### config.mk
export PLATFORM = sky130hd
export DESIGN_NAME = dead_time_monitor
export DESIGN_NICKNAME = d
export VERILOG_FILES = /design/src/rtl/dead_time_monitor.sv
export SDC_FILE = /design/constraint.sdc
export NUM_CORES = 1
export LEC_CHECK = 0
export CORE_MARGIN = 5
export CORE_UTILIZATION = 30
export DETAILED_ROUTE_END_ITERATION = 10
export GPL_ROUTABILITY_DRIVEN = 0
export PLACE_DENSITY_LB_ADDON = 0.1
export REMOVE_ABC_BUFFERS = 1
export SYNTH_ARGS = -nofsm -noshare
export SYNTH_HDL_FRONTEND = slang
export SYNTH_SLANG_ARGS = --single-unit
### constraint.sdc
create_clock -name i_clock -period 6.2 [get_ports i_clock]
set_input_delay 1.86 -clock i_clock [delete_from_list [all_inputs] [get_ports i_clock]]
set_output_delay 1.86 -clock i_clock [all_outputs]
set_load 0.005 [all_outputs]
### src/rtl/dead_time_monitor.sv
// Dead-time and shoot-through monitor for the two legs of a full bridge.
// Optional macro DT_MONITOR_GATE_BLOCK_EN forces o_gate off while o_fault is high.
module dead_time_monitor (
  input  logic       i_clock,
  input  logic       i_reset,
  input  logic [3:0] i_gate,
  input  logic [9:0] i_min_deadtime,
  input  logic       i_clear,
  output logic [9:0] o_deadtime_a,
  output logic [9:0] o_deadtime_b,
  output logic [1:0] o_valid,
  output logic [1:0] o_violation,
  output logic [1:0] o_shoot_through,
  output logic       o_fault,
  output logic [3:0] o_gate
);

  typedef enum logic [1:0] {
    S_IDLE = 2'd0,
    S_ON   = 2'd1,
    S_DEAD = 2'd2
  } state_t;

  localparam logic [9:0] CNT_MAX = 10'h3FF;

  logic [3:0]       g_q;
  state_t [1:0]     state_q, state_d;
  logic [1:0][9:0]  cnt_q, cnt_d;
  logic [1:0]       last_lo_q, last_lo_d;
  logic [1:0][9:0]  dt_q, dt_d;
  logic [1:0]       valid_q, valid_d;
  logic [1:0]       viol_q, viol_d;
  logic [1:0]       shoot_q, shoot_d;

  logic [1:0]       leg_hi, leg_lo;
  logic [1:0]       on_now, other_now;
  logic [1:0]       meas, shoot_ev, viol_ev;
  logic [1:0][9:0]  meas_val;

  // last_lo selects which switch of the leg counts as "on" vs "complementary".
  assign leg_hi    = {g_q[2], g_q[0]};
  assign leg_lo    = {g_q[3], g_q[1]};
  assign on_now    = (leg_hi & ~last_lo_q) | (leg_lo & last_lo_q);
  assign other_now = (leg_lo & ~last_lo_q) | (leg_hi & last_lo_q);

  always_comb begin
    state_d   = state_q;
    cnt_d     = cnt_q;
    last_lo_d = last_lo_q;
    dt_d      = dt_q;
    valid_d   = '0;
    meas      = '0;
    meas_val  = '0;
    shoot_ev  = '0;
    viol_ev   = '0;
    viol_d    = viol_q;
    shoot_d   = shoot_q;

    for (int l = 0; l < 2; l++) begin
      case (state_q[l])
        S_IDLE: begin
          if (leg_hi[l] && leg_lo[l]) begin
            shoot_ev[l] = 1'b1;
          end else if (leg_hi[l] || leg_lo[l]) begin
            last_lo_d[l] = leg_lo[l];
            state_d[l]   = S_ON;
          end
        end
        S_ON: begin
          if (leg_hi[l] && leg_lo[l]) begin
            shoot_ev[l] = 1'b1;
          end else if (!on_now[l] && other_now[l]) begin
            meas[l]      = 1'b1;
            meas_val[l]  = 10'd0;
            last_lo_d[l] = ~last_lo_q[l];
          end else if (!on_now[l]) begin
            state_d[l] = S_DEAD;
            cnt_d[l]   = 10'd1;
          end
        end
        S_DEAD: begin
          if (leg_hi[l] && leg_lo[l]) begin
            shoot_ev[l] = 1'b1;
            state_d[l]  = S_IDLE;
          end else if (other_now[l]) begin
            meas[l]      = 1'b1;
            meas_val[l]  = cnt_q[l];
            last_lo_d[l] = ~last_lo_q[l];
            state_d[l]   = S_ON;
          end else if (on_now[l]) begin
            state_d[l] = S_ON;
          end else if (cnt_q[l] != CNT_MAX) begin
            cnt_d[l] = cnt_q[l] + 10'd1;
          end
        end
        default: begin
          state_d[l] = S_IDLE;
        end
      endcase
    end

    // A new event in the same cycle as i_clear still sets the sticky flag.
    for (int l = 0; l < 2; l++) begin
      if (meas[l]) begin
        dt_d[l]    = meas_val[l];
        valid_d[l] = 1'b1;
        viol_ev[l] = (meas_val[l] < i_min_deadtime);
      end
      viol_d[l]  = (viol_q[l] & ~i_clear) | viol_ev[l];
      shoot_d[l] = (shoot_q[l] & ~i_clear) | shoot_ev[l];
    end
  end

  always_ff @(posedge i_clock) begin
    if (i_reset) begin
      g_q       <= 4'b0000;
      cnt_q     <= '0;
      last_lo_q <= '0;
      dt_q      <= '0;
      valid_q   <= '0;
      viol_q    <= '0;
      shoot_q   <= '0;
      for (int l = 0; l < 2; l++) begin
        state_q[l] <= S_IDLE;
      end
    end else begin
      g_q       <= i_gate;
      state_q   <= state_d;
      cnt_q     <= cnt_d;
      last_lo_q <= last_lo_d;
      dt_q      <= dt_d;
      valid_q   <= valid_d;
      viol_q    <= viol_d;
      shoot_q   <= shoot_d;
    end
  end

  assign o_deadtime_a    = dt_q[0];
  assign o_deadtime_b    = dt_q[1];
  assign o_valid         = valid_q;
  assign o_violation     = viol_q;
  assign o_shoot_through = shoot_q;
  assign o_fault         = (|viol_q) | (|shoot_q);

`ifdef DT_MONITOR_GATE_BLOCK_EN
  assign o_gate = g_q & {4{~o_fault}};
`else
  assign o_gate = g_q;
`endif

endmodule
==> results.toml, run 1 <==
[worst_setup_path]
rr_worst_depth = 10
end_kind = "register"
critical_path_class = "in -> reg"
crit_fanout = 2
worst_ep_required_time_ps = 6450
crit-reg2reg-launch = "state_q[0]"
slowest_stage = "clkdlybuf4s50_1"
critPathTopFamily = "compound AO/OA/AOI/OAI gates"
slowest_delay_ps = 450
path_cells = "clkdlybuf4s50_1 > inv_1 > ha_1 > and3_1 > a221o_1 > a2111o_1 > a211oi_2"
cp.arrival_ps = 3860
reg2reg_slack_ps = 3000
critPathBufInv = 2
cp.depth = 7
startpoint_type = "input port"
r2r_end = "o_violation[0]"
startpoint = "i_min_deadtime[5]"
crit_end = "o_violation[0]"

[clock_network]
cts_tree = "done"
post_cts_buffers = 0
htree_num_levels = 2
clkLatencyLatePin_ps = 320
cts_root_buffer = "clkbuf_8"
cts_buffers = 5
clockBufferDepth = 2
postCtsHoldBufs = 0
cts_resized = 0
clk_pin_slew_worst_paths_ps = 110
clock-sinks = 56

[cells_and_area]
layout-drive-gt1-share_pct = 4.819
instances_no_fill = 555
nets = 460
fin_area_mm2 = 0.003944
syn2layout_area_growth_pct = 18.41
insertedDiodeCount = 0

[route]
drt_first_pass_iters = 4
num_vias = 2949
wl_per_cell_um = 15.81
drcViolationCount = 0
postRouteWirelength_mm = 8.774
dr.first_iter.drc_count = 163
detail-route-antenna-nets = 0
via_per_inst = 5.314

[yosys]
synth_cell_types = 59
synth_edf_count = 0
synth-seq-cells = 56
yosysWarnings = 0
yosys.area.top_type_share_pct = 33.66
avgSynthCellArea_um2 = 8.742
ys_top_cells_by_count = "dfxtp_1 (56), nor2_1 (44), ha_1 (28), and2_1 (22), a22oi_1 (21)"
synth.yosys.seq_area_share_pct = 33.66
synth_area_mm2 = 0.003331
yosys-top-cells-area = "dfxtp_1 (34%), ha_1 (11%), nor2_1 (5.0%), a22oi_1 (4.7%), and2_1 (4.1%)"
synth_top_cell_by_area = "dfxtp_1"
synthFlopType = "dfxtp_1"
yosysMostFrequentCell = "dfxtp_1"
synthArstFlopShare_pct = 0
netlist_instances = 381

[timing]
fmax_ghz = 0.2769
rsz0062_at_grt = "false"
min_period_ps = 3612
skew_ps = 10.52
worstMarginPinSlew_ps = 1060
final_hold_viol_count = 0
setup_violations = 0
final_max_slew_viol_count = 0
slew-limit-headroom_pct = 28.99
period_share_pct = 58.25
fin_tns_setup_ps = 0
final.setup.worst_slack_ps = 2588

[place]
place_area_mm2 = 0.003866
portBuffers = 47
dp_hpwl_mm = 6.367
placed_cells = 548
pre_cts_ws_ps = 2237

[power]
ir_drop_v = 0.00009037
p_total_uw = 672.9
p_per_area_mw_per_mm2 = 170.6
leakagePower_nw = 1.478

[floorplanning]
initial_core_util_pct = 30.72
design.portCount = 48
coreArea_mm2 = 0.01084
core.rowCount = 38
die_x_um = 115.4
die-area_mm2 = 0.01331
die_h_um = 115.4

[global_routing]
grt_pass1_wl_mm = 15.16
grt_pass1_vias = 2984
track_usage_pct = 13.97
antenna_found_initial = 0
grt_overflow = 0
grt_max_degree = 59

[worst_hold_path]
min_path_type = "reg -> reg"

[run]
cap_violations = 0

[status]
outcome = "finished, final reports clean"
-- layout make-up --
type / instances / area [um2]
flip-flops and latches: 56 / 1121
repair buffers: 48 / 473.0
multi-input cells: 283 / 2018
inverters: 21 / 78.83
fillers: 1160 / 6897
well taps: 140 / 175.2
clock inverters: 1 / 5.005
clock buffers: 6 / 72.57
-- per-stage QoR --
stage / hold WS, ps / util [%]
floorplan: 481.7 / -
finish: 508.8 / 36.38
global route: 549.7 / 36.38
detailed placement: 488.6 / 35.66
global placement: 478.5 / 35.66
CTS: 517.6 / 36.38
-- flip-flops by register name, summed over array words and instances (netlist names) --
register / cells
o_shoot_through: 2
o_violation: 2
cnt_q: 20
o_gate: 4
last_lo_q: 2
o_deadtime_b: 10
state_q: 4
o_deadtime_a: 10
o_valid: 2
-- power breakdown --
part	switching (mW)	leakage [nW]	internal, mW
clock	0.125	0.0410	0.0775
combinational	0.0519	0.984	0.0402
sequential	0.0123	0.453	0.366
total	0.189	1.48	0.484
-- cell usage in the layout (no fill, tap or decap), types with 3 or more instances in the layout --
cell type	count
dfxtp_1	56
clkdlybuf4s50_1	46
nor2_1	44
ha_1	28
and2_1	22
a22oi_1	21
inv_1	20
a21oi_1	16
o21ai_0	11
nor3_1	9
nand3_1	9
a211oi_1	8
nand2_1	8
nor2b_1	7
o211ai_1	5
and4_1	5
and3_1	5
nand4_1	5
a41oi_1	5
clkbuf_8	5
nand2b_1	4
a41o_1	4
o311ai_1	4
o41ai_1	4
a32o_1	4
or4_1	3
a21o_1	3
a31oi_1	3
a311oi_1	3
a21boi_0	3
o31ai_1	3
o21a_1	3
-- routing by layer --
| layer | vias to the layer above | track usage (%) | wire length (um) |
|---|---|---|---|
| li1 | 1499 | - | - |
| met1 | 1397 | 18.52 | 4085 |
| met2 | 44 | 23.61 | 4306 |
| met4 | 0 | 3.443 | 98 |
| met5 | - | 0 | 0 |
| met3 | 9 | 2.368 | 284 |
-- kinds of logic (layout without fill, tap and decap cells) --
| group | count (synthesis) | in the layout | share of synthesized area, % |
|---|---|---|---|
| compound gates | 114 | 114 | 26.26 |
| xor+xnor | 3 | 3 | 0.7890 |
| fa+ha+maj | 28 | 28 | 10.52 |
| buf+inv | 42 | 76 | 5.747 |
| flops | 56 | 56 | 33.66 |
| simple gates | 138 | 138 | 23.03 |
-- worst min-delay path by stage --
stage,from,to,slack [ps],cells after the start
floorplan,state_q[0],state_q[0],480,2
global placement,o_deadtime_b[6],o_deadtime_b[6],480,2
detailed placement,o_deadtime_b[6],o_deadtime_b[6],490,2
CTS,o_deadtime_b[6],o_deadtime_b[6],520,2
global route,o_deadtime_b[3],o_deadtime_b[3],550,2
finish,o_deadtime_b[6],o_deadtime_b[6],510,2
-- worst reg2reg max path, stage by stage (launching register included) --
cell and delay (ps):
dfxtp_1 360, inv_1 90, ha_1 450, inv_1 270
nor2_1 330, and2_1 200, ha_1 240, and3_1 200
a221o_1 360, a2111o_1 420, a211oi_2 210
Power figures use the tool's default switching activity.
==> run 2, diff against run 1 <==
- clock period: 6.2 -> 3.6 ns (I/O delays scaled with it)
==> run 2 against run 1 <==
Effect of this change:
- global-route usage hardly changed
- via count is 0.27% higher
- highest routed layer unchanged
- flip-flop and latch count stayed put
- sequential power is 72% higher
- largest power group unchanged
- count of clock-buffer cells in the layout stayed put
- total power is 84% higher
- critical path type is now reg -> reg
- clock power is 110% higher
- critical endpoint unchanged
- critical path depth is 2 higher
- first-iteration DRC count is 35% lower
==> results.toml, run 2 (synthesized netlist as in run 1, its figures left out) <==
[status]
outcome = "finished, final reports clean"

[timing]
fmax_ghz = 0.3462
fin_tns_setup_ps = 0
final_max_slew_viol_count = 0
rsz0062_at_grt = "false"
skew_ps = 4.237
setup_violations = 0
period_share_pct = 80.23
worstMarginPinSlew_ps = 1044
final_hold_viol_count = 0
slew-limit-headroom_pct = 30.11
min_period_ps = 2888

[global_routing]
grt_overflow = 0
grt_pass1_vias = 2952
track_usage_pct = 13.96
grt_max_degree = 38
grt_pass1_wl_mm = 14.98
antenna_found_initial = 0

[cells_and_area]
fill_cells = 1145
fin_util_pct = 36.87
fin_area_mm2 = 0.003996
nets = 463
layout-drive-gt1-share_pct = 5.728
multiInputGateArea_mm2 = 0.002018
regMostFlops = "cnt_q"
insertedDiodeCount = 0
syn2layout_area_growth_pct = 19.98
final_common_cell = "dfxtp_1"
instances_no_fill = 559
seqCellArea_mm2 = 0.001121
largest_reg_flops = 20
layout_common_cells = "dfxtp_1 (56), clkdlybuf4s50_1 (46), nor2_1 (44)"

[clock_network]
cts_root_buffer = "clkbuf_8"
htree_num_levels = 2
postCtsHoldBufs = 0
clockBufferDepth = 2
post_cts_buffers = 0
clkLatencyLatePin_ps = 320
cts_buffers = 5
clock-sinks = 56
clk_pin_slew_worst_paths_ps = 100
cts_tree = "done"
cts_resized = 0

[route]
wl_per_cell_um = 15.91
drt_first_pass_iters = 5
drcViolationCount = 0
via_per_inst = 5.290
postRouteWirelength_mm = 8.895
dr.first_iter.drc_count = 106
num_vias = 2957
detail-route-antenna-nets = 0

[place]
place_area_mm2 = 0.003889
dp_hpwl_mm = 6.510
placed_cells = 551
portBuffers = 47

[power]
combPwrFrac_pct = 13.1
p_total_mw = 1.238
p_per_area_mw_per_mm2 = 309.8
leakagePower_nw = 1.508
p_int_uw = 908.6
netSwitchingFraction_pct = 26.61
seqPwrFrac_pct = 52.6
ir_drop_v = 0.0001228
netSwitchingPower_uw = 329.5
clock_power_share_pct = 34.2

[floorplanning]
coreArea_mm2 = 0.01084
design.portCount = 48
die_x_um = 115.4
initial_core_util_pct = 30.72
die_h_um = 115.4
die-area_mm2 = 0.01331
core.rowCount = 38

[worst_setup_path]
crit_fanout = 14
worst_ep_required_time_ps = 3850
reg2reg_slack_ps = 710
end_kind = "register"
startpoint_type = "register"
critical_path_class = "reg -> reg"
cp.arrival_ps = 3140

[run]
cap_violations = 0

[worst_hold_path]
min_path_type = "reg -> reg"
-- run 2: worst max-delay path, cell delays in order, from the launching register on --
cell and delay (ps):
dfxtp_1 610, and3b_1 250, nor2_1 70, nor2_1 300, and2_1 200, ha_1 240, and3_1 200, a221o_1 340
a2111o_1 410, a211oi_2 200
-- run 2: through the flow --
| stage | hold WS (ps) | worst slack, ps |
|---|---|---|
| 6_report | 511.3 | 711.6 |
| 2_1_floorplan | 481.7 | 883.4 |
| 4_1_cts | 518.8 | 688.8 |
| 3_5_place_dp | 489.6 | 457.6 |
| 5_1_grt | 543.3 | 471.4 |
| 3_3_place_gp | 478.9 | 485.8 |
-- run 2: final cells by class --
class                           instances  area share, %
Clock buffer                            6          1.816
Inverter                               21          1.972
Multi-Input combinational cell        283          50.50
Timing Repair Buffer                   51          12.40
Sequential cell                        56          28.05
Clock inverter                          2         0.8766
Tap cell                              140          4.383
-- run 2: path summary, 6_finish.rpt --
kind	startpoint	end	cells past startpoint
worst max-delay path	o_gate[0]	o_violation[0]	9
worst max register to register	o_gate[0]	o_violation[0]	9
worst min register to register	o_deadtime_b[2]	o_deadtime_b[2]	2
worst min-delay path	o_deadtime_b[2]	o_deadtime_b[2]	2
-- run 2: layer usage --
layer | up-vias | routed length, um | global-route usage, %
li1 | 1510 | - | -
met1 | 1392 | 4160 | 17.73
met2 | 42 | 4322 | 24.07
met3 | 13 | 286 | 2.737
met4 | 0 | 125 | 3.834
met5 | - | 0 | 0
-- run 2: power groups by stage --
stage	Clock [mW]	Combinational [mW]	Sequential, mW
after floorplan	0	0.0975	0.661
final	0.424	0.163	0.652
after global routing	0.466	0.182	0.655
after global placement	0	0.163	0.665
after CTS	0.446	0.164	0.652
after detailed placement	0	0.163	0.666
